`config.mk`:
```
export PLATFORM = sky130hd
export DESIGN_NAME = tcu_sparse_packer_flat
export DESIGN_NICKNAME = d
export VERILOG_FILES = /design/src/rtl/tcu_sparse_packer_pkg.sv /design/src/rtl/tcu_sparse_packer_if.sv /design/src/rtl/tcu_sparse_packer_grp_sel.sv /design/src/rtl/tcu_sparse_packer.sv /design/src/flat_wrapper.sv
export SDC_FILE = /design/constraint.sdc
export NUM_CORES = 1
export LEC_CHECK = 0
export BUFFER_PORTS_ARGS = -buffer_cell sky130_fd_sc_hd__buf_2
export CAP_MARGIN = 10
export CORE_UTILIZATION = 35
export DETAILED_ROUTE_END_ITERATION = 12
export PLACE_DENSITY_LB_ADDON = 0.12
export RECOVER_POWER = 25
export SLEW_MARGIN = 20
export SYNTH_ARGS = -nofsm -noshare
export SYNTH_HDL_FRONTEND = slang
export SYNTH_HIERARCHICAL = 1
export SYNTH_SLANG_ARGS = --single-unit
```
`constraint.sdc`:
```
create_clock -name clk -period 22.6 [get_ports clk]
set_input_delay 1.13 -clock clk [delete_from_list [all_inputs] [get_ports clk]]
set_output_delay 1.13 -clock clk [all_outputs]
set_load 0.005 [all_outputs]
```
`src/rtl/tcu_sparse_packer_pkg.sv`:
```
// Shared TCU 2:4 structured-sparse definitions: group geometry and mask encoding.
package tcu_sparse_packer_pkg;
  localparam int SPARSE_GRP  = 4;
  localparam int SPARSE_KEEP = 2;

  typedef logic [SPARSE_GRP-1:0] sparse_mask_t;

  // Mask used for padding and for all-equal groups: keep elements 0 and 1.
  localparam sparse_mask_t SPARSE_MASK_DFLT = 4'b0011;
endpackage

```
`src/rtl/tcu_sparse_packer_if.sv`:
```
// Dense-in / compacted-out / format-word streams of the sparse packer.
interface tcu_sparse_packer_if #(
  parameter int NUM_GROUPS = 4,
  parameter int ELEM_W     = 16,
  parameter int FMT_W      = 32
) ();
  logic                         in_valid;
  logic                         in_ready;
  logic [NUM_GROUPS*4*ELEM_W-1:0] in_data;
  logic                         in_last;
  logic                         out_valid;
  logic                         out_ready;
  logic [NUM_GROUPS*2*ELEM_W-1:0] out_data;
  logic [NUM_GROUPS*4-1:0]      out_mask;
  logic                         fmt_valid;
  logic                         fmt_ready;
  logic [FMT_W-1:0]             fmt_data;

  modport slave (
    input  in_valid, in_data, in_last, out_ready, fmt_ready,
    output in_ready, out_valid, out_data, out_mask, fmt_valid, fmt_data
  );

  modport master (
    output in_valid, in_data, in_last, out_ready, fmt_ready,
    input  in_ready, out_valid, out_data, out_mask, fmt_valid, fmt_data
  );
endinterface

```
`src/rtl/tcu_sparse_packer_grp_sel.sv`:
```
// 2:4 selection for one group: keeps the two largest magnitudes (ties -> lower index)
// and compacts them in index order.
module tcu_sparse_packer_grp_sel
  import tcu_sparse_packer_pkg::*;
#(
  parameter int ELEM_W = 16
) (
  input  logic [SPARSE_GRP-1:0][ELEM_W-1:0]  elems_i,
  output sparse_mask_t                       mask_o,
  output logic [SPARSE_KEEP-1:0][ELEM_W-1:0] kept_o
);
  logic [SPARSE_GRP-1:0][SPARSE_GRP-1:0] beats;  // beats[i][j]: elem j outranks elem i

  for (genvar i = 0; i < SPARSE_GRP; i++) begin : g_i
    for (genvar j = 0; j < SPARSE_GRP; j++) begin : g_j
      if (i == j) begin : g_self
        assign beats[i][j] = 1'b0;
      end else begin : g_cmp
        // Sign bit ignored; NaN/Inf patterns naturally rank above all finites.
        assign beats[i][j] = (elems_i[j][ELEM_W-2:0] > elems_i[i][ELEM_W-2:0]) ||
                             ((elems_i[j][ELEM_W-2:0] == elems_i[i][ELEM_W-2:0]) && (j < i));
      end
    end
    assign mask_o[i] = ($countones(beats[i]) < SPARSE_KEEP);
  end

  // Exactly two mask bits are set: lowest goes to slot 0, highest to slot 1.
  always_comb begin
    kept_o[0] = elems_i[0];
    kept_o[1] = elems_i[1];
    for (int e = SPARSE_GRP - 1; e >= 0; e--)
      if (mask_o[e]) kept_o[0] = elems_i[e];
    for (int e = 0; e < SPARSE_GRP; e++)
      if (mask_o[e]) kept_o[1] = elems_i[e];
  end
endmodule

```
`src/rtl/tcu_sparse_packer.sv`:
```
// 2:4 sparse packer: S1 captures dense beats, S2 holds compacted beats; masks are
// gathered into packed format words on a separate, independently stalled stream.
module tcu_sparse_packer
  import tcu_sparse_packer_pkg::*;
#(
  parameter int NUM_GROUPS = 4,
  parameter int ELEM_W     = 16,
  parameter int FMT_W      = 32
) (
  input  logic                clk,
  input  logic                reset,
  tcu_sparse_packer_if.slave  sp
);
  localparam int MB     = NUM_GROUPS * SPARSE_GRP;
  localparam int BPF    = FMT_W / MB;
  localparam int CW     = (BPF > 1) ? $clog2(BPF) : 1;
  localparam int STAGES = 2;

  logic [STAGES:1] vld_pipe_q, vld_pipe_d;
  logic [NUM_GROUPS-1:0][SPARSE_GRP-1:0][ELEM_W-1:0]  s1_data_q;
  logic                                               s1_last_q;
  logic [NUM_GROUPS-1:0][SPARSE_KEEP-1:0][ELEM_W-1:0] out_data_q, kept;
  sparse_mask_t [NUM_GROUPS-1:0]                      out_mask_q, beat_mask;
  logic [CW-1:0]    cnt_q, cnt_d;
  logic [FMT_W-1:0] acc_q, acc_d, fmt_data_q, fmt_word;
  logic             fmt_valid_q, fmt_valid_d;
  logic             s2_adv, s1_adv, fmt_ok, completes, xfer, in_ready;

  for (genvar g = 0; g < NUM_GROUPS; g++) begin : g_grp
    tcu_sparse_packer_grp_sel #(.ELEM_W(ELEM_W)) u_sel (
      .elems_i (s1_data_q[g]),
      .mask_o  (beat_mask[g]),
      .kept_o  (kept[g])
    );
  end

  assign completes = vld_pipe_q[1] & (s1_last_q | (cnt_q == CW'(BPF - 1)));
  // A completing beat waits in S1 until the format register can take its word.
  assign fmt_ok    = ~completes | ~fmt_valid_q | sp.fmt_ready;
  assign s2_adv    = ~vld_pipe_q[2] | sp.out_ready;
  assign s1_adv    = s2_adv & fmt_ok;
  assign in_ready  = ~reset & (~vld_pipe_q[1] | s1_adv);
  assign xfer      = vld_pipe_q[1] & s1_adv;

  always_comb begin
    fmt_word = '0;
    for (int k = 0; k < BPF; k++) begin
      if (k < int'(cnt_q))       fmt_word[k*MB +: MB] = acc_q[k*MB +: MB];
      else if (k == int'(cnt_q)) fmt_word[k*MB +: MB] = beat_mask;
      else                       fmt_word[k*MB +: MB] = {NUM_GROUPS{SPARSE_MASK_DFLT}};
    end
  end

  always_comb begin
    vld_pipe_d[1] = in_ready ? sp.in_valid : vld_pipe_q[1];
    vld_pipe_d[2] = s2_adv ? (vld_pipe_q[1] & fmt_ok) : vld_pipe_q[2];
    cnt_d         = cnt_q;
    acc_d         = acc_q;
    fmt_valid_d   = fmt_valid_q & ~sp.fmt_ready;
    if (xfer) begin
      if (completes) begin
        cnt_d       = '0;
        acc_d       = '0;
        fmt_valid_d = 1'b1;
      end else begin
        cnt_d = cnt_q + CW'(1);
        acc_d = fmt_word;
      end
    end
  end

  always_ff @(posedge clk) begin
    if (reset) begin
      vld_pipe_q  <= '0;
      fmt_valid_q <= 1'b0;
      cnt_q       <= '0;
      acc_q       <= '0;
    end else begin
      vld_pipe_q  <= vld_pipe_d;
      fmt_valid_q <= fmt_valid_d;
      cnt_q       <= cnt_d;
      acc_q       <= acc_d;
    end
  end

  always_ff @(posedge clk) begin
    if (sp.in_valid && in_ready) begin
      s1_data_q <= sp.in_data;
      s1_last_q <= sp.in_last;
    end
    if (xfer) begin
      out_data_q <= kept;
      out_mask_q <= beat_mask;
    end
    if (xfer && completes) fmt_data_q <= fmt_word;
  end

  assign sp.in_ready  = in_ready;
  assign sp.out_valid = vld_pipe_q[2];
  assign sp.out_data  = out_data_q;
  assign sp.out_mask  = out_mask_q;
  assign sp.fmt_valid = fmt_valid_q;
  assign sp.fmt_data  = fmt_data_q;
endmodule

```
`src/flat_wrapper.sv`:
```
// flat-port wrapper written by rule: the top's interface ports become plain ports
module tcu_sparse_packer_flat import tcu_sparse_packer_pkg::*;
#(
  parameter int NUM_GROUPS = 4,
  parameter int ELEM_W     = 16,
  parameter int FMT_W      = 32
)
  (clk, reset, sp_in_valid, sp_in_data, sp_in_last, sp_out_ready, sp_fmt_ready, sp_in_ready, sp_out_valid, sp_out_data, sp_out_mask, sp_fmt_valid, sp_fmt_data);
  tcu_sparse_packer_if #(.NUM_GROUPS(NUM_GROUPS), .ELEM_W(ELEM_W), .FMT_W(FMT_W)) sp_i ();
  input  logic clk;
  input  logic reset;
  input wire logic [$bits(sp_i.in_valid)-1:0] sp_in_valid;
  input wire logic [$bits(sp_i.in_data)-1:0] sp_in_data;
  input wire logic [$bits(sp_i.in_last)-1:0] sp_in_last;
  input wire logic [$bits(sp_i.out_ready)-1:0] sp_out_ready;
  input wire logic [$bits(sp_i.fmt_ready)-1:0] sp_fmt_ready;
  output wire logic [$bits(sp_i.in_ready)-1:0] sp_in_ready;
  output wire logic [$bits(sp_i.out_valid)-1:0] sp_out_valid;
  output wire logic [$bits(sp_i.out_data)-1:0] sp_out_data;
  output wire logic [$bits(sp_i.out_mask)-1:0] sp_out_mask;
  output wire logic [$bits(sp_i.fmt_valid)-1:0] sp_fmt_valid;
  output wire logic [$bits(sp_i.fmt_data)-1:0] sp_fmt_data;
  assign sp_i.in_valid = sp_in_valid;
  assign sp_i.in_data = sp_in_data;
  assign sp_i.in_last = sp_in_last;
  assign sp_i.out_ready = sp_out_ready;
  assign sp_i.fmt_ready = sp_fmt_ready;
  assign sp_in_ready = sp_i.in_ready;
  assign sp_out_valid = sp_i.out_valid;
  assign sp_out_data = sp_i.out_data;
  assign sp_out_mask = sp_i.out_mask;
  assign sp_fmt_valid = sp_i.fmt_valid;
  assign sp_fmt_data = sp_i.fmt_data;
  tcu_sparse_packer #(.NUM_GROUPS(NUM_GROUPS), .ELEM_W(ELEM_W), .FMT_W(FMT_W)) u_core (.clk(clk), .reset(reset), .sp(sp_i));
endmodule
```
After elaboration in Yosys (flattened, before gate mapping)

Cells that the tools add are included.

Output and inout port bits: 179
Register bits after elaboration: 453

Magnitude comparators: 65
Bitwise gates (word level): 17
Add/subtract/negate cells: 33
Reduce and logical (&&, ||, !) cells: 26
Eq/ne operators: 24
Mux-type cells: 39

Operator list:

| operator                                                              | number |
|---|---|
| 15-bit greater-than comparator                                        | 48 |
| 16-bit two-way mux                                                    | 36 |
| 15-bit == test                                                        | 24 |
| 32-bit by 1-bit adder with 32-bit output                              | 4 |
| 32-bit by 3-bit < comparator with 1-bit output, second input constant | 4 |
| 3-bit by 2-bit < comparator with 1-bit output, second input constant  | 12 |
| 1-bit by 1-bit adder with 2-bit output                                | 16 |
| 1-bit by 2-bit adder with 3-bit output                                | 8 |
| 1-bit logical OR                                                      | 24 |
| 2-bit by 1-bit adder with 3-bit output                                | 4 |
| 1-bit bitwise AND                                                     | 6 |
| 1-bit NOT                                                             | 6 |
| 1-bit bitwise OR                                                      | 5 |
| 1-bit two-way mux                                                     | 3 |
| 1-bit logical AND                                                     | 2 |
| 1-bit adder, second input constant                                    | 1 |
| 1-bit < comparator, first input constant                              | 1 |

Logic depth before layout (Yosys ltp)

Gate-level depths: netlist of the first run.

Word-level depth: 9
Depth in mapped cells: 18
Gate-level depth less buffers: 16

By module

The synthesis of the first run kept the hierarchy.

Modules (own cells, without submodules):

| module                    | cells an instance | seq. area each (um^2) | instances | area an instance (um^2) |
|---|---|---|---|---|
| tcu_sparse_packer_grp_sel | 451               | 0.0                   | 4         | 3570.9 |
| tcu_sparse_packer         | 564               | 13402.9               | 1         | 14226.1 |

Worst setup path before layout of the first run

Ideal clock, no wire load.

Kind: input to register
Start: in sp_fmt_ready
End: reg u_core/s1_data_q[0] (netlist name), enable pin
Data required time: 21346 ps
Stages: 3
Setup slack: 1188 ps
Data arrival time: 20157 ps
Buffers on the path: 0
Path through: nand2b_1 > o21ai_0 > a211oi_1

Word-level cells in the longest chain between the ends: 5

Ends and longest elaborated chain:

| element              | RTL line                | source |
|---|---|---|
| from (decl)          | flat_wrapper.sv:16      | `input wire logic [$bits(sp_i.fmt_ready)-1:0] sp_fmt_ready;` |
| 1-bit bitwise OR     | tcu_sparse_packer.sv:39 | `assign fmt_ok = ~completes \| ~fmt_valid_q \| sp.fmt_ready;` |
| 1-bit bitwise AND    | tcu_sparse_packer.sv:41 | `assign s1_adv = s2_adv & fmt_ok;` |
| 1-bit bitwise OR     | tcu_sparse_packer.sv:42 | `assign in_ready = ~reset & (~vld_pipe_q[1] \| s1_adv);` |
| 1-bit bitwise AND    | tcu_sparse_packer.sv:42 |  |
| 1-bit logical AND    | tcu_sparse_packer.sv:87 | `if (sp.in_valid && in_ready) begin` |
| to (signal assigned) | tcu_sparse_packer.sv:88 | `s1_data_q <= sp.in_data;` |
| to (decl)            | tcu_sparse_packer.sv:20 | `logic [NUM_GROUPS-1:0][SPARSE_GRP-1:0][ELEM_W-1:0] s1_data_q;` |

Every way passes these cells.
A chain may end at the register's enable or synchronous reset.

==> flow_summary.ini, run 1 <==
[outcome]
outcome = complete, but fails checks
failed_checks = max-capacitance violations, max-slew violations

[global_routing]
total_routing_usage_reported_by_global_routing_pct = 20.8
grt.overflow.total = 0
grt_antenna_before_repair = 8
vias_in_the_first_global_route = 21800
grt_max_degree = 155
grt_pass1_wl_mm = 132

[synthesis]
synth_simple_gate_area_share_pct = 8.93
ys.flop_type = sky130_fd_sc_hd__edfxtp_1
synth_top_family_by_area = compound AO/OA/AOI/OAI gates
synth.ff_latch_count = 453
yosys.area_share.xor_xnor_pct = 0
synthArstFlopShare_pct = 0
synth_cell_types = 56
synth_area_per_cell_um2 = 12.0
syn-cell-area_um2 = 28500
synthesis.yosys.warnings = 6
syn-instance-count = 2368
synth-compound-area-share_pct = 19.3
muxShareOfSynthArea_pct = 3.49
synth.yosys.seq_area_share_pct = 47.0
synth_edf_count = 433
syn-num-nets = 3006
post_synth_fa_ha_maj_area_fraction_pct = 16.5

[setup_path]
critical_path.startpoint_type = flop
path_cells = inv_1 > ha_1 > nor2b_1 > o21ai_0 > nand2b_1 > a21oi_1 > o21ai_0 > a221oi_1 > ha_1 > a31oi_4 > buf_4 > nand2b_1 > buf_4 > a2bb2oi_2 > a221oi_2
cpPeakStageDelay_ns = 0.79
cp.arrival_ns = 5.19
rr_endpoint = u_core/sp.out_data[22]
worst_r2r_path_depth = 15
timing.critical_path.to = u_core/sp.out_data[22]
r2r_slack_ns = 17.83
cp.required_ns = 23.02
timing.setup.critical_path_class = flop to flop
critical_path.slowest_cell = sky130_fd_sc_hd__a31oi_4
crit_path_end_kind = flop
timing.critical_path.buf_inv = 3
reg2reg_start = u_core/s1_data_q[33]
worst-path-stages = 15
worstPathMaxFanout = 28
critical_path_source = u_core/s1_data_q[33]
path_delay_family = compound AO/OA/AOI/OAI gates

[die]
chipWidth_um = 287
floorplan.initialDensity_pct = 35.4
io_pins = 441
die_h_um = 287
std_cell_rows = 104
fp.dieArea_um2 = 82600
core_area_um2 = 80500

[power]
p_leak_nw = 14.1
vdd_ir_drop_max_mv = 0.0538
power_density_nw_per_um2 = 73.5

[route]
route.antenna.remaining_nets = 0
drt_iter0_drc = 1193
wl_per_cell_um = 22.5
total_wire_length_after_detailed_routing_mm = 88.0
dr_total_vias = 21100
drt_first_pass_iters = 5
viasPerCell = 5.39
drcViolationCount = 0

[clock_tree]
cts_hold_repair.buffers = 0
clkTransAtPathRegs_ns = 0.06
clk_latency_ns = 0.62
numCtsBuffers = 53
cts_htree_levels = 2
cts_root_buf = sky130_fd_sc_hd__clkbuf_16
post_cts.repair.setup_buffers = 0
cts_buffer_depth = 3
cts.repair.resized = 0
clock_sinks = 453
tritoncts = yes

[timing]
final.setup.tns_ns = 0
grt_setup_unrepaired = false
finalWorstPathRequiredPeriod_ns = 4.77
post-route-period-util_pct = 21.1
fin_worst_skew_ns = 0.0225
timing_worst_slew_pin_value_ns = 1.50
setup-violations-final = 0
worst_slack_ns = 17.83
relative_slew_slack_pct = -0.311
max_freq_ghz = 0.210
final_hold_viol_count = 0
finalMaxSlewViolations = 1

[placement]
port-buffer-count = 440
detailed_place_hpwl_mm = 64.5
final_replace_weighted_congestion = 0.897
pre_cts_setup_slack_ns = 17.88

[min_path]
timing.hold.worst_path_depth = 2
hold_class = flop to flop

[finish]
syn_to_final_growth_pct = 17.8
fin_nets = 3444
post_route_cells_drive_above_1_share_pct = 25.2

[run]
max_capacitance_violation_count = 1
==> layout by cell type, fill, tap and decap left out, drive strengths merged, types with 6 or more instances in the layout <==
| cell | n |
|---|---|
| clkinvlp | 7 |
| ha | 376 |
| a22oi | 64 |
| or2 | 16 |
| inv | 202 |
| nor3 | 30 |
| and4 | 8 |
| o21ai | 70 |
| mux2i | 80 |
| diode | 6 |
| o21a | 24 |
| nand4 | 60 |
| clkinv | 24 |
| a211oi | 10 |
| a21oi | 195 |
| nand3 | 36 |
| edfxtp | 433 |
| clkbuf | 100 |
| o211ai | 9 |
| bufinv | 10 |
| dfxtp | 20 |
| a21o | 44 |
| nand2b | 54 |
| and2 | 8 |
| mux2 | 17 |
| nand2 | 136 |
| nor2b | 21 |
| a2bb2oi | 64 |
| nor2 | 112 |
| a31oi | 16 |
| o21bai | 8 |
| a221oi | 76 |
| nand3b | 9 |
| o31ai | 72 |
| buf | 423 |
==> worst min-delay path: cells and delay by family (launching register included) <==
kind,cells,cell delay (ns)
flops,1,0.31
mux,1,0.06
simple gates,1,0.06
==> worst min-delay path by stage <==
stage / to / startpoint
floorplan: u_core/acc_q[15] / u_core/acc_q[15]
detailed placement: u_core/acc_q[3] / u_core/acc_q[3]
global placement: u_core/acc_q[14] / u_core/acc_q[14]
CTS: u_core/acc_q[3] / u_core/acc_q[3]
finish: u_core/acc_q[6] / u_core/acc_q[6]
global route: u_core/acc_q[4] / u_core/acc_q[4]
==> kinds of logic after synthesis <==
group                    Yosys count
buffers and inverters            283
flip-flops                       453
multiplexers                      97
adder cells (fa/ha/maj)          376
AO/OA/AOI/OAI                    669
AND/OR/NAND/NOR                  490
==> sequential cells by signal, indices dropped and copies added (netlist names) <==
| signal | cells |
|---|---|
| u_core/cnt_q | 1 |
| u_core/sp.out_data | 128 |
| u_core/vld_pipe_q | 2 |
| u_core/s1_data_q | 256 |
| u_core/sp.fmt_valid | 1 |
| u_core/sp.fmt_data | 32 |
| u_core/acc_q | 16 |
| u_core/s1_last_q | 1 |
| u_core/sp.out_mask | 16 |
==> per-layer routing <==
layer  track usage, %  vias up  wire length [um]
met2             33.2      654             39800
met3             3.67      117              5110
met1             28.9    10300             41000
met4             5.84        4              2050
met5                0        -                24
li1                 -    10100                 -
==> per-stage QoR <==
stage	cell area, um2	util (%)	total power [mW]	hold WS [ns]	cells
6_report	33600	41.7	2.47	0.474	3917
5_1_grt	33600	41.7	2.58	0.494	3916
4_1_cts	33600	41.7	2.50	0.478	3911
3_5_place_dp	31700	39.4	1.56	0.465	3811
3_3_place_gp	31700	39.4	1.55	0.457	3811
2_1_floorplan	28500	-	1.41	0.448	2368
==> report_power, final <==
part	switching, mW	internal (mW)
sequential	0.0344	0.985
clock	0.375	0.556
combinational	0.314	0.206
total	0.723	1.75
==> cells in the mapped netlist (9+ instances only) <==
cell type,number,area share (%)
sky130_fd_sc_hd__nor2b_1,21,0.46
sky130_fd_sc_hd__buf_2,30,0.53
sky130_fd_sc_hd__clkbuf_1,19,0.25
sky130_fd_sc_hd__buf_4,13,0.34
sky130_fd_sc_hd__nand3b_1,9,0.24
sky130_fd_sc_hd__nand4_1,60,1.3
sky130_fd_sc_hd__edfxtp_1,433,46
sky130_fd_sc_hd__nand2b_1,54,1.2
sky130_fd_sc_hd__mux2i_1,80,2.8
sky130_fd_sc_hd__o21a_1,24,0.63
sky130_fd_sc_hd__a2bb2oi_2,40,2.1
sky130_fd_sc_hd__ha_1,376,17
sky130_fd_sc_hd__or2_2,12,0.26
sky130_fd_sc_hd__a2bb2oi_1,24,0.74
sky130_fd_sc_hd__dfxtp_1,20,1.4
sky130_fd_sc_hd__nand3_1,36,0.63
sky130_fd_sc_hd__nor3_1,18,0.32
sky130_fd_sc_hd__a21oi_1,187,3.3
sky130_fd_sc_hd__inv_1,194,2.6
sky130_fd_sc_hd__a221oi_1,12,0.37
sky130_fd_sc_hd__o21ai_0,58,1.0
sky130_fd_sc_hd__mux2_2,16,0.63
sky130_fd_sc_hd__a221oi_2,60,3.2
sky130_fd_sc_hd__a21o_1,40,1.1
sky130_fd_sc_hd__a211oi_1,9,0.24
sky130_fd_sc_hd__nand2_1,136,1.8
sky130_fd_sc_hd__a22oi_1,64,1.7
sky130_fd_sc_hd__nor2_1,103,1.4
sky130_fd_sc_hd__buf_6,14,0.55
sky130_fd_sc_hd__o31ai_1,64,1.7
sky130_fd_sc_hd__nor2_4,9,0.36
==> cell type report <==
| type | count | area, um2 |
|---|---|---|
| flip-flops and latches | 453 | 13400 |
| clock buffers | 59 | 1370 |
| fillers | 7752 | 47000 |
| inverters | 202 | 823 |
| multi-input cells | 1632 | 13800 |
| clock inverters | 41 | 529 |
| repair buffers | 464 | 2340 |
| diodes | 6 | 15.0 |
| well taps | 1060 | 1330 |
Note: power is estimated with default switching activity, not from simulation.
==> run 2, diff against run 1 <==
clock period = 4.1 ns   (was 22.6 ns; I/O delays follow)
==> flow_summary.ini, run 2 (same netlist as run 1, synthesis figures left out) <==
[timing]
finalMaxSlewViolations = 0
timing_worst_slew_pin_value_ns = 1.01
grt_setup_unrepaired = false
finalWorstPathRequiredPeriod_ns = 3.82
whs_ns = 0.0547
relative_slew_slack_pct = 32.5
worst_slack_ns = 0.276
max_freq_ghz = 0.261
setup-violations-final = 0
final.setup.tns_ns = 0
final_hold_viol_count = 0
post-route-period-util_pct = 93.3
fin_worst_skew_ns = 0.0231

[placement]
placed_cells = 3850
detailed_place_hpwl_mm = 68.9
port-buffer-count = 440
post_dp_cell_area_um2 = 32100
final_replace_weighted_congestion = 0.902
pre_cts_setup_slack_ns = 0.144

[clock_tree]
numCtsBuffers = 54
clk_latency_ns = 0.62
clkTransAtPathRegs_ns = 0.06
cts_htree_levels = 2
tritoncts = yes
clock_sinks = 453
cts_buffer_depth = 3
post_cts.repair.setup_buffers = 0
cts_root_buf = sky130_fd_sc_hd__clkbuf_16

[finish]
final_cell_area_um2 = 36400
layout.cells.most_common_list = 433 x sky130_fd_sc_hd__edfxtp_1, 377 x sky130_fd_sc_hd__buf_2, 376 x sky130_fd_sc_hd__ha_1, 258 x sky130_fd_sc_hd__dlygate4sd3_1, 193 x sky130_fd_sc_hd__inv_1
seq_area_um2 = 13400
post_route_cells_drive_above_1_share_pct = 23.1
layout.core_utilization_pct = 45.2
layout_fillers = 7433
registers.top_by_ff_count = u_core/s1_data_q
fin_nets = 3742
number_of_flip_flops_in_the_largest_register = 256
layout_commonest_cell = sky130_fd_sc_hd__edfxtp_1
multi_input_area_um2 = 13800
syn_to_final_growth_pct = 27.8
post_layout_instance_count_excluding_filler_cells = 4208

[setup_path]
timing.critical_path.to = u_core/sp.out_data[108]
critical_path.startpoint_type = flop
crit_path_end_kind = flop
critical_path.slowest_cell = sky130_fd_sc_hd__edfxtp_1
timing.setup.critical_path_class = flop to flop
timing.critical_path.buf_inv = 3
worst-path-stages = 17
path_cells = inv_1 > ha_1 > nor2b_1 > o21a_1 > o21a_1 > o21ai_0 > a21oi_1 > o21ai_0 > nand2b_1 > ha_1 > nand2_1 > o211ai_1 > or2_2 > inv_4 > nor3_4 > buf_4 > a22oi_1
cpPeakStageDelay_ns = 0.43
cp.required_ns = 4.42
worstPathMaxFanout = 16
path_delay_family = compound AO/OA/AOI/OAI gates
worst_r2r_path_depth = 17
reg2reg_start = u_core/s1_data_q[225]
rr_endpoint = u_core/sp.out_data[108]
r2r_slack_ns = 0.28
critical_path_source = u_core/s1_data_q[225]
cp.arrival_ns = 4.15

[min_path]
hold_class = input port to flop

[route]
route.antenna.remaining_nets = 0
drcViolationCount = 0
drt_iter0_drc = 1426
viasPerCell = 5.35
total_wire_length_after_detailed_routing_mm = 93.7
drt_first_pass_iters = 6
wl_per_cell_um = 22.3
dr_total_vias = 22500

[die]
fp.dieArea_um2 = 82600
chipWidth_um = 287
io_pins = 441
std_cell_rows = 104
core_area_um2 = 80500
floorplan.initialDensity_pct = 35.4
die_h_um = 287

[power]
fin_total_pwr_mw = 13.8
p_leak_nw = 15.3
power_density_nw_per_um2 = 379
vdd_ir_drop_max_mv = 0.319

[run]
max_capacitance_violation_count = 0

[global_routing]
grt.overflow.total = 0
grt_max_degree = 141
grt_pass1_wl_mm = 139
grt_antenna_before_repair = 3
vias_in_the_first_global_route = 22800
total_routing_usage_reported_by_global_routing_pct = 22.2

[outcome]
outcome = finished clean
## run 2: changes by cell type in the layout (fill, tap and decap cells not counted), sizes merged
cell         before  now
buf             423  440
bufinv           10    7
clkbuf          100  127
clkinv           24   26
clkinvlp          7    4
diode             6    1
dlygate4sd3       0  258
inv             202  200
## run 2: worst register-to-register path: stages, from the launching register on
cell	delay, ns
sky130_fd_sc_hd__edfxtp_1	0.43
sky130_fd_sc_hd__inv_1	0.14
sky130_fd_sc_hd__ha_1	0.25
sky130_fd_sc_hd__nor2b_1	0.14
sky130_fd_sc_hd__o21a_1	0.16
sky130_fd_sc_hd__o21a_1	0.16
sky130_fd_sc_hd__o21ai_0	0.17
sky130_fd_sc_hd__a21oi_1	0.12
sky130_fd_sc_hd__o21ai_0	0.21
sky130_fd_sc_hd__nand2b_1	0.08
sky130_fd_sc_hd__ha_1	0.32
sky130_fd_sc_hd__nand2_1	0.06
sky130_fd_sc_hd__o211ai_1	0.14
sky130_fd_sc_hd__or2_2	0.36
sky130_fd_sc_hd__inv_4	0.11
sky130_fd_sc_hd__nor3_4	0.19
sky130_fd_sc_hd__buf_4	0.30
sky130_fd_sc_hd__a22oi_1	0.18
## run 2: report_power, final
group          internal (mW)  leakage (nW)  switching (mW)
clock                   2.96         0.884            2.02
combinational           1.39          10.2            1.81
sequential              5.43          4.18           0.199
total                   9.78          15.3            4.03
## run 2: how the worst min path moves through the flow
stage                               start               endpoint  slack, ns  cells past startpoint
final                        sp_out_ready   u_core/vld_pipe_q[2]       0.05                      3
after global placement    sp_in_data[219]  u_core/s1_data_q[219]       0.38                      1
after detailed placement  sp_in_data[208]  u_core/s1_data_q[208]       0.38                      1
after floorplan             sp_in_data[0]    u_core/s1_data_q[0]       0.30                      0
after global routing         sp_out_ready   u_core/vld_pipe_q[2]       0.07                      3
after CTS                    sp_out_ready   u_core/vld_pipe_q[2]      0.001                      3
## run 2: final cells by class
type                       count  area share (%)
inverter                     202            2.26
timing repair buffer         761            14.6
antenna                        1         0.00687
clock buffer                  64            3.99
tap                         1060            3.64
multi-input combinational   1632            37.8
clock inverter                35           0.999
sequential                   453            36.8
## run 2: what timing repair did
action,in CTS,in global routing
gates resized for setup,0,1
setup endpoints to repair,0,29
hold buffers,258,0
endpoints found under the hold margin,258,0
## run 2: per-layer routing
metal / global-route usage (%) / up-vias / part of all wire [%]
met2: 36.5 / 729 / 47
met1: 30.5 / 11000 / 45
met5: 0 / - / 0.025
met4: 5.92 / 4 / 2.2
met3: 2.98 / 119 / 5.5
li1: - / 10700 / -
==> run 3, diff against run 2 <==
clock period = 3.92 ns   (was 4.1 ns; I/O delays follow)
==> flow_summary.ini, run 3 (same netlist as run 1, synthesis figures left out) <==
[global_routing]
vias_in_the_first_global_route = 22900
grt_antenna_before_repair = 2
grt_max_degree = 111
total_routing_usage_reported_by_global_routing_pct = 22.0
grt_pass1_wl_mm = 138
grt.overflow.total = 0

[run]
max_capacitance_violation_count = 0

[clock_tree]
numCtsBuffers = 53
cts_buffer_depth = 3
cts_root_buf = sky130_fd_sc_hd__clkbuf_16
clock_sinks = 453
cts_htree_levels = 2
clkTransAtPathRegs_ns = 0.06
clk_latency_ns = 0.60
tritoncts = yes

[finish]
registers.top_by_ff_count = u_core/s1_data_q
layout_fillers = 7506
number_of_flip_flops_in_the_largest_register = 256
post_route_cells_drive_above_1_share_pct = 23.3
layout_commonest_cell = sky130_fd_sc_hd__edfxtp_1
post_layout_instance_count_excluding_filler_cells = 4212
layout.core_utilization_pct = 45.3
layout.cells.most_common_list = 433 x sky130_fd_sc_hd__edfxtp_1, 377 x sky130_fd_sc_hd__buf_2, 376 x sky130_fd_sc_hd__ha_1, 258 x sky130_fd_sc_hd__dlygate4sd3_1, 193 x sky130_fd_sc_hd__inv_1
fin_nets = 3753
syn_to_final_growth_pct = 28.0

[setup_path]
critical_path.slowest_cell = sky130_fd_sc_hd__edfxtp_1
reg2reg_start = u_core/s1_data_q[177]
worstPathMaxFanout = 18
critical_path_source = u_core/s1_data_q[177]
cpPeakStageDelay_ns = 0.41
cp.required_ns = 4.24
cp.arrival_ns = 4.07
crit_path_end_kind = flop
timing.critical_path.buf_inv = 2
path_cells = inv_1 > ha_1 > nor2b_1 > o21a_1 > o21a_1 > o21ai_0 > a21oi_1 > o21bai_1 > a31o_2 > ha_1 > a21o_4 > buf_4 > mux2i_1 > a22oi_1
path_delay_family = compound AO/OA/AOI/OAI gates
timing.setup.critical_path_class = flop to flop
critical_path.startpoint_type = flop

[placement]
pre_cts_setup_slack_ns = 0.0884
placed_cells = 3855
port-buffer-count = 440
detailed_place_hpwl_mm = 69.1
final_replace_weighted_congestion = 0.913

[timing]
max_freq_ghz = 0.267
grt_setup_unrepaired = false
finalWorstPathRequiredPeriod_ns = 3.75
finalMaxSlewViolations = 0
post-route-period-util_pct = 95.6
relative_slew_slack_pct = 44.3
final_hold_viol_count = 0
setup-violations-final = 0
final.setup.tns_ns = 0
fin_worst_skew_ns = 0.0141
timing_worst_slew_pin_value_ns = 0.835
worst_slack_ns = 0.174

[die]
chipWidth_um = 287
core_area_um2 = 80500
die_h_um = 287
floorplan.initialDensity_pct = 35.4
fp.dieArea_um2 = 82600
io_pins = 441
std_cell_rows = 104

[power]
vdd_ir_drop_max_mv = 0.486
p_leak_nw = 15.3
power_density_nw_per_um2 = 389

[outcome]
outcome = finished clean

[route]
drcViolationCount = 0
drt_iter0_drc = 1481
route.antenna.remaining_nets = 0
dr_total_vias = 22500
total_wire_length_after_detailed_routing_mm = 93.1
viasPerCell = 5.33
drt_first_pass_iters = 5
wl_per_cell_um = 22.1

[min_path]
timing.hold.worst.start = reset
hold_class = input port to flop
-- run 3: changes by cell type in the layout (fill, tap and decap cells not counted), moves of 2 or more --
cell	before	now
sky130_fd_sc_hd__buf_12	10	14
sky130_fd_sc_hd__buf_6	0	2
sky130_fd_sc_hd__clkinv_1	12	7
sky130_fd_sc_hd__buf_4	53	58
sky130_fd_sc_hd__clkbuf_16	57	53
sky130_fd_sc_hd__clkinv_4	2	4
-- run 3: repair_timing --
| action | in CTS | in global routing |
|---|---|---|
| endpoints found under the hold margin | 258 | 0 |
| setup endpoints to repair | 0 | 55 |
| hold buffers | 258 | 0 |
| buffers inserted | 0 | 6 |
| resized for setup | 0 | 4 |
-- run 3: path summary, 6_finish.rpt --
path	to	slack (ns)	cells past startpoint
max	u_core/sp.out_data[70]	0.17	14
min	u_core/vld_pipe_q[2]	0.12	2
max reg2reg	u_core/sp.out_data[70]	0.17	14
min reg2reg	u_core/acc_q[5]	0.47	2
-- run 3: area by class of cell --
type	count	area [um2]	area share (%)
Antenna cell	2	5.00	0.0137
Clock buffer	60	1350	3.71
Clock inverter	30	347	0.950
Inverter	202	822	2.25
Multi-Input combinational cell	1632	13800	37.7
Sequential cell	453	13400	36.7
Tap cell	1060	1330	3.64
Timing Repair Buffer	773	5460	15.0
-- run 3: metrics by stage --
step	total power [mW]	area (um2)	hold WS (ns)
after floorplan	8.06	28500	0.295
after global placement	9.09	32200	0.372
after detailed placement	9.13	32200	0.374
after CTS	14.3	36500	0.0935
after global routing	14.8	36500	0.172
final	14.2	36500	0.122
-- run 3: layer usage --
layer  GRT usage [%]  share of wire, %
met2            36.4                47
met5               0             0.014
met4            5.92               2.4
met3            2.71               5.4
met1            30.0                45
-- run 3: worst register-to-register path: stages, from the launching register on --
cell and delay [ns]:
sky130_fd_sc_hd__edfxtp_1 0.41, sky130_fd_sc_hd__inv_1 0.14, sky130_fd_sc_hd__ha_1 0.27, sky130_fd_sc_hd__nor2b_1 0.14, sky130_fd_sc_hd__o21a_1 0.17, sky130_fd_sc_hd__o21a_1 0.18, sky130_fd_sc_hd__o21ai_0 0.21, sky130_fd_sc_hd__a21oi_1 0.15
sky130_fd_sc_hd__o21bai_1 0.20, sky130_fd_sc_hd__a31o_2 0.25, sky130_fd_sc_hd__ha_1 0.28, sky130_fd_sc_hd__a21o_4 0.34, sky130_fd_sc_hd__buf_4 0.35, sky130_fd_sc_hd__mux2i_1 0.26, sky130_fd_sc_hd__a22oi_1 0.12
-- run 3: power breakdown --
part / internal [mW] / total [mW] / switching (mW)
logic: 1.48 / 3.36 / 1.88
clock network: 2.92 / 4.94 / 2.02
registers: 5.68 / 5.89 / 0.212
total: 10.1 / 14.2 / 4.11
